[config.mk]
export PLATFORM = sky130hd
export DESIGN_NAME = fifo_rr_write_arbiter_flat
export DESIGN_NICKNAME = d
export VERILOG_FILES = /design/src/rtl/fifo_rr_write_arbiter_if.sv /design/src/rtl/fifo_rr_write_arbiter.sv /design/src/flat_wrapper.sv
export SDC_FILE = /design/constraint.sdc
export NUM_CORES = 1
export LEC_CHECK = 0
export CAP_MARGIN = 10
export CORE_UTILIZATION = 44
export CTS_CLUSTER_DIAMETER = 60
export CTS_CLUSTER_SIZE = 14
export DETAILED_ROUTE_END_ITERATION = 8
export GPL_ROUTABILITY_DRIVEN = 1
export PLACE_DENSITY = 0.94
export SYNTH_ARGS = -nofsm -noshare
export SYNTH_HDL_FRONTEND = slang
export SYNTH_SLANG_ARGS = --single-unit
[constraint.sdc]
create_clock -name fi_clk -period 5.6 [get_ports fi_clk]
set_input_delay 1.12 -clock fi_clk [delete_from_list [all_inputs] [get_ports fi_clk]]
set_output_delay 1.12 -clock fi_clk [all_outputs]
set_load 0.02 [all_outputs]
[src/rtl/fifo_rr_write_arbiter_if.sv]
// Producer/FIFO-side bundle of the round-robin write arbiter.
// Latency: none (wires only); rq_ack is combinational, fo_* are registered in the arbiter.
// Backpressure: ff_busy/ff_error from the FIFO gate every accept; producers hold rq_stb/rq_dat until acked.
interface fifo_rr_write_arbiter_if #(
  parameter int WIDTH   = 16,
  parameter int NUM_REQ = 4,
  parameter int TAGW    = 2
);
  logic [NUM_REQ-1:0]       rq_stb;
  logic [NUM_REQ*WIDTH-1:0] rq_dat;
  logic [NUM_REQ-1:0]       rq_ack;
  logic                     fo_stb;
  logic [WIDTH+TAGW-1:0]    fo_dat;
  logic                     ff_busy;
  logic                     ff_error;
  logic                     clr;
  logic                     err;
  logic [TAGW-1:0]          grant_idx;

  // Arbiter side
  modport slave (
    input  rq_stb, rq_dat, ff_busy, ff_error, clr,
    output rq_ack, fo_stb, fo_dat, err, grant_idx
  );

  // Environment side (producers, FIFO, software)
  modport master (
    output rq_stb, rq_dat, ff_busy, ff_error, clr,
    input  rq_ack, fo_stb, fo_dat, err, grant_idx
  );
endinterface

[src/rtl/fifo_rr_write_arbiter.sv]
// Round-robin arbiter sharing one FIFO write port among NUM_REQ producers, bounded bursts, tagged words.
// Latency: rq_ack same cycle as rq_stb; fo_stb/fo_dat registered, 1 cycle after the accept.
// Backpressure: ff_busy stalls without breaking a burst; ff_error locks out all writes until clr.
module fifo_rr_write_arbiter #(
  parameter int WIDTH     = 16,
  parameter int NUM_REQ   = 4,
  parameter int TAGW      = 2,
  parameter int MAX_BURST = 4
) (
  input  logic                   fi_clk,
  input  logic                   fi_rst,
  fifo_rr_write_arbiter_if.slave bus
);

  typedef enum logic [1:0] {IDLE, GRANT, HALT} state_t;

  state_t                state_q, state_d;
  logic [TAGW-1:0]       ptr_q, ptr_d;
  logic [TAGW-1:0]       owner_q, owner_d;
  logic [7:0]            burst_cnt_q, burst_cnt_d;
  logic                  fo_stb_q, fo_stb_d;
  logic [WIDTH+TAGW-1:0] fo_dat_q, fo_dat_d;
  logic                  err_q, err_d;
  logic [TAGW-1:0]       grant_idx_q, grant_idx_d;

  logic [TAGW-1:0]       owner_nxt;
  logic [TAGW-1:0]       scan_start;
  logic [TAGW-1:0]       sel;
  logic                  sel_vld;
  logic                  keep_owner;
  logic                  open_ok;
  logic                  accept;
  int                    scan_idx;

  // Owner successor, wrapping correctly for non-power-of-2 NUM_REQ
  assign owner_nxt = (owner_q == TAGW'(NUM_REQ - 1)) ? '0 : owner_q + TAGW'(1);

  // Winner selection: keep the owner while its burst lasts, else rotating first-hit scan
  always_comb begin
    sel        = '0;
    sel_vld    = 1'b0;
    keep_owner = 1'b0;
    scan_idx   = 0;
    open_ok    = (state_q != HALT) && !bus.ff_busy && !bus.ff_error && !fi_rst;
    scan_start = (state_q == GRANT) ? owner_nxt : ptr_q;
    if (state_q == GRANT && bus.rq_stb[owner_q] && burst_cnt_q < 8'(MAX_BURST)) begin
      keep_owner = 1'b1;
      sel_vld    = 1'b1;
      sel        = owner_q;
    end else begin
      for (int k = 0; k < NUM_REQ; k++) begin
        scan_idx = int'(scan_start) + k;
        if (scan_idx >= NUM_REQ) scan_idx = scan_idx - NUM_REQ;
        if (!sel_vld && bus.rq_stb[scan_idx]) begin
          sel_vld = 1'b1;
          sel     = TAGW'(scan_idx);
        end
      end
    end
  end

  assign accept     = open_ok && sel_vld;
  assign bus.rq_ack = accept ? (NUM_REQ'(1) << sel) : '0;

  // Next-state: error lockout has priority, busy freezes arbitration state
  always_comb begin
    state_d     = state_q;
    ptr_d       = ptr_q;
    owner_d     = owner_q;
    burst_cnt_d = burst_cnt_q;
    err_d       = err_q;
    fo_stb_d    = accept;
    fo_dat_d    = fo_dat_q;
    grant_idx_d = grant_idx_q;
    if (accept) begin
      fo_dat_d    = {sel, bus.rq_dat[int'(sel)*WIDTH +: WIDTH]};
      grant_idx_d = sel;
    end
    if (bus.ff_error) begin
      state_d = HALT;
      err_d   = 1'b1;
    end else if (state_q == HALT) begin
      if (bus.clr) begin
        state_d     = IDLE;
        err_d       = 1'b0;
        burst_cnt_d = '0;
      end
    end else begin
      if (bus.clr) err_d = 1'b0;
      if (!bus.ff_busy) begin
        // A burst that did not continue hands priority to the next index
        if (state_q == GRANT && !keep_owner) ptr_d = owner_nxt;
        if (accept) begin
          if (keep_owner) begin
            burst_cnt_d = burst_cnt_q + 8'd1;
          end else begin
            owner_d     = sel;
            burst_cnt_d = 8'd1;
            state_d     = GRANT;
          end
        end else begin
          state_d = IDLE;
        end
      end
    end
  end

  // State and output registers; reset discards any pending write
  always_ff @(posedge fi_clk) begin
    if (fi_rst) begin
      state_q     <= IDLE;
      ptr_q       <= '0;
      owner_q     <= '0;
      burst_cnt_q <= '0;
      fo_stb_q    <= 1'b0;
      fo_dat_q    <= '0;
      err_q       <= 1'b0;
      grant_idx_q <= '0;
    end else begin
      state_q     <= state_d;
      ptr_q       <= ptr_d;
      owner_q     <= owner_d;
      burst_cnt_q <= burst_cnt_d;
      fo_stb_q    <= fo_stb_d;
      fo_dat_q    <= fo_dat_d;
      err_q       <= err_d;
      grant_idx_q <= grant_idx_d;
    end
  end

  assign bus.fo_stb    = fo_stb_q;
  assign bus.fo_dat    = fo_dat_q;
  assign bus.err       = err_q;
  assign bus.grant_idx = grant_idx_q;

endmodule

[src/flat_wrapper.sv]
// flat-port wrapper written by rule: the top's interface ports become plain ports
module fifo_rr_write_arbiter_flat 
#(
  parameter int WIDTH     = 16,
  parameter int NUM_REQ   = 4,
  parameter int TAGW      = 2,
  parameter int MAX_BURST = 4
)
  (fi_clk, fi_rst, bus_rq_stb, bus_rq_dat, bus_ff_busy, bus_ff_error, bus_clr, bus_rq_ack, bus_fo_stb, bus_fo_dat, bus_err, bus_grant_idx);
  fifo_rr_write_arbiter_if #(.WIDTH(WIDTH), .NUM_REQ(NUM_REQ), .TAGW(TAGW)) bus_i ();
  input  logic fi_clk;
  input  logic fi_rst;
  input wire logic [$bits(bus_i.rq_stb)-1:0] bus_rq_stb;
  input wire logic [$bits(bus_i.rq_dat)-1:0] bus_rq_dat;
  input wire logic [$bits(bus_i.ff_busy)-1:0] bus_ff_busy;
  input wire logic [$bits(bus_i.ff_error)-1:0] bus_ff_error;
  input wire logic [$bits(bus_i.clr)-1:0] bus_clr;
  output wire logic [$bits(bus_i.rq_ack)-1:0] bus_rq_ack;
  output wire logic [$bits(bus_i.fo_stb)-1:0] bus_fo_stb;
  output wire logic [$bits(bus_i.fo_dat)-1:0] bus_fo_dat;
  output wire logic [$bits(bus_i.err)-1:0] bus_err;
  output wire logic [$bits(bus_i.grant_idx)-1:0] bus_grant_idx;
  assign bus_i.rq_stb = bus_rq_stb;
  assign bus_i.rq_dat = bus_rq_dat;
  assign bus_i.ff_busy = bus_ff_busy;
  assign bus_i.ff_error = bus_ff_error;
  assign bus_i.clr = bus_clr;
  assign bus_rq_ack = bus_i.rq_ack;
  assign bus_fo_stb = bus_i.fo_stb;
  assign bus_fo_dat = bus_i.fo_dat;
  assign bus_err = bus_i.err;
  assign bus_grant_idx = bus_i.grant_idx;
  fifo_rr_write_arbiter #(.WIDTH(WIDTH), .NUM_REQ(NUM_REQ), .TAGW(TAGW), .MAX_BURST(MAX_BURST)) u_core (.fi_clk(fi_clk), .fi_rst(fi_rst), .bus(bus_i));
endmodule
==> run summary <==
Final TNS setup: 0 ns
Final GP Congestion: 0.8296
Synth Warn #: 0
CTS tree: yes
final wirelength: 5748 um
leakage power: 1.282 nW
skew final: 0.006798 ns
post-layout util: 70.29%
layout cells sized above 1: 10.53%
largest net degree at the start of global routing: 19
CP max FO: 8
most frequent cells in the layout: 98 x clkdlybuf4s50_1, 37 x mux2i_1, 34 x dfxtp_1, 21 x nand2_1, 17 x nor2_1
ANT nets after route: 0
cts repair resizes: 0
Async SR Flop Fraction: 0%
worst slew pin tran: 0.7444 ns
Clock Sink Count: 34
share of the synthesized area in the top cell type: 34.06%
PortBufs: 98
Die Ht: 69.39 um
crit path DAT: 4.05 ns
Vias: 1986
Core Region: 4354 um2
die area: 4815 um2
cell area after placement: 2965 um2
ant diodes: 0
most common cell after layout, fill and taps aside: clkdlybuf4s50_1
drt first pass iters: 4
headroom to the max-slew limit: 50.19%
cell taking the most area after synthesis: dfxtp_1
routed vias/inst: 5.579
Fillers: 340
CP Capture Type: output pin
status: finished clean
first-pass GRT wire length: 9204 um
sequential fraction of the synthesis area: 34.06%
RSZ-0062 raised after global routing: false
io pins: 99
All-Layer GR Usage: 23.83%
ys flop type: dfxtp_1
classification of the worst setup path: in -> out
GRT overflow: 0
DRC viols: 0
average wire per standard cell: 16.15 um
Placement Rows: 24
setup repair bufs after CTS: 0
worst min path class: reg -> reg
Power Dens Cells: 199.6 nW/um2
Finished Cell Area: 3060 um2
Hold Buf Count CTS: 0
Die Width: 69.39 um
CTS Buf Count: 5
CTS root buffer: clkbuf_8
Starting Density: 45.89%
fin crit share: 92.24%
maxcap violations: 0
H-Tree Depth: 2
synth unique cells: 42
r2r setup slk: 2.59 ns
post-DP HPWL: 4513 um
synth top area cells: dfxtp_1 34%, mux2i_1 19%, o221ai_2 5.3%, nand2_1 3.9%, o221ai_1 3.9%
Period minus WS final: 5.166 ns
Mapped Nets: 279
Worst setup SP type: primary input
Setup-failing EPs final: 0
Mapped Area: 1998 um2
Max IR drop VDD: 0.1637 mV
clock-pin slew on the worst setup and hold paths: 0.07 ns
post-layout net count: 378
initial antenna violation count: 0
final slew viol count: 0
Clk Latency, worst-skew pair: 0.28 ns
Hold Fails Final Rpt: 0
synthesized area per cell: 9.795 um2
max frequency: 0.1936 GHz
post-synthesis cell count: 204
Post-synth EDFFs: 0
vias in the first global route: 1983
worst-case clock buffer depth: 2
number of synthesized register bits: 34
critical path data required time: 4.48 ns
DR iter-0 viols: 129
P&R area growth vs syn: 53.16%
## state kept, by name, indices dropped and copies added (netlist names)
name                  cells
u_core.burst_cnt_q        8
u_core.bus.err            1
u_core.bus.fo_dat        16
u_core.bus.fo_stb         1
u_core.bus.grant_idx      2
u_core.owner_q            2
u_core.ptr_q              2
u_core.state_q            2
## layer usage
metal	global-route usage [%]	share of wire, %	routed length, um
met3	6.105	5.3	302
met4	6.576	1.5	86
met5	0	0	0
met2	43.04	52	2976
met1	27.60	41	2382
## layout make-up
type | count | area (um2) | area share (%)
well taps | 52 | 65.06 | 2.126
flip-flops and latches | 34 | 680.7 | 22.24
repair buffers | 105 | 1033 | 33.77
clock buffers | 6 | 82.58 | 2.698
multi-input cells | 150 | 1160 | 37.90
inverters | 7 | 26.28 | 0.8585
clock inverters | 2 | 12.51 | 0.4088
## power by group
group          switching, W  leakage (nW)  internal, W
logic             0.0000675         0.958    0.0000911
clock network     0.0000939        0.0472    0.0000989
registers        0.00000724         0.277     0.000252
total              0.000169          1.28     0.000442
## cells by family after synthesis
kind of cell / Yosys count / synth area share, %
simple gates: 61 / 14.97
buf+inv: 20 / 8.453
mux: 39 / 20.23
compound gates: 48 / 21.04
fa+ha+maj: 2 / 1.252
flops: 34 / 34.06
## cells in the mapped netlist, types with 3 or more instances
cell type   n
mux2i_1    37
dfxtp_1    34
nand2_1    21
nor2_1     17
a21oi_1    10
o221ai_1    9
o221ai_2    7
a211oi_1    6
inv_1       6
nand3_1     4
nor4_1      4
o21ai_0     4
buf_4       3
buf_6       3
## worst max-delay path: stages
cell and delay (ns):
clkdlybuf4s50_1 0.54, mux4_2 0.52, and4_1 0.27, a2111oi_0 0.59, a311o_2 0.38, nor2_1 0.08
clkdlybuf4s50_1 0.54
## worst paths after layout
| path | endpoint | start | depth (start not counted) |
|---|---|---|---|
| max | bus_rq_ack[0] | bus_rq_stb[0] | 7 |
| min | u_core.bus.fo_dat[13] | u_core.bus.fo_dat[13] | 2 |
| max reg2reg | u_core.bus.fo_dat[12] | u_core.owner_q[0] | 8 |
| min reg2reg | u_core.bus.fo_dat[13] | u_core.bus.fo_dat[13] | 2 |
## through the flow
stage               setup slack (ns)  hold WS [ns]  power [W]  cells
finish                        0.4343        0.4684  0.0006109    356
floorplan                      1.550        0.4619  0.0003427    204
detailed placement            0.4918        0.4507  0.0004232    348
global route                  0.3283        0.4900  0.0006339    356
global placement              0.5666        0.4430  0.0004181    348
CTS                           0.4543        0.4653  0.0006114    356
(Power assumes the default switching activity.)
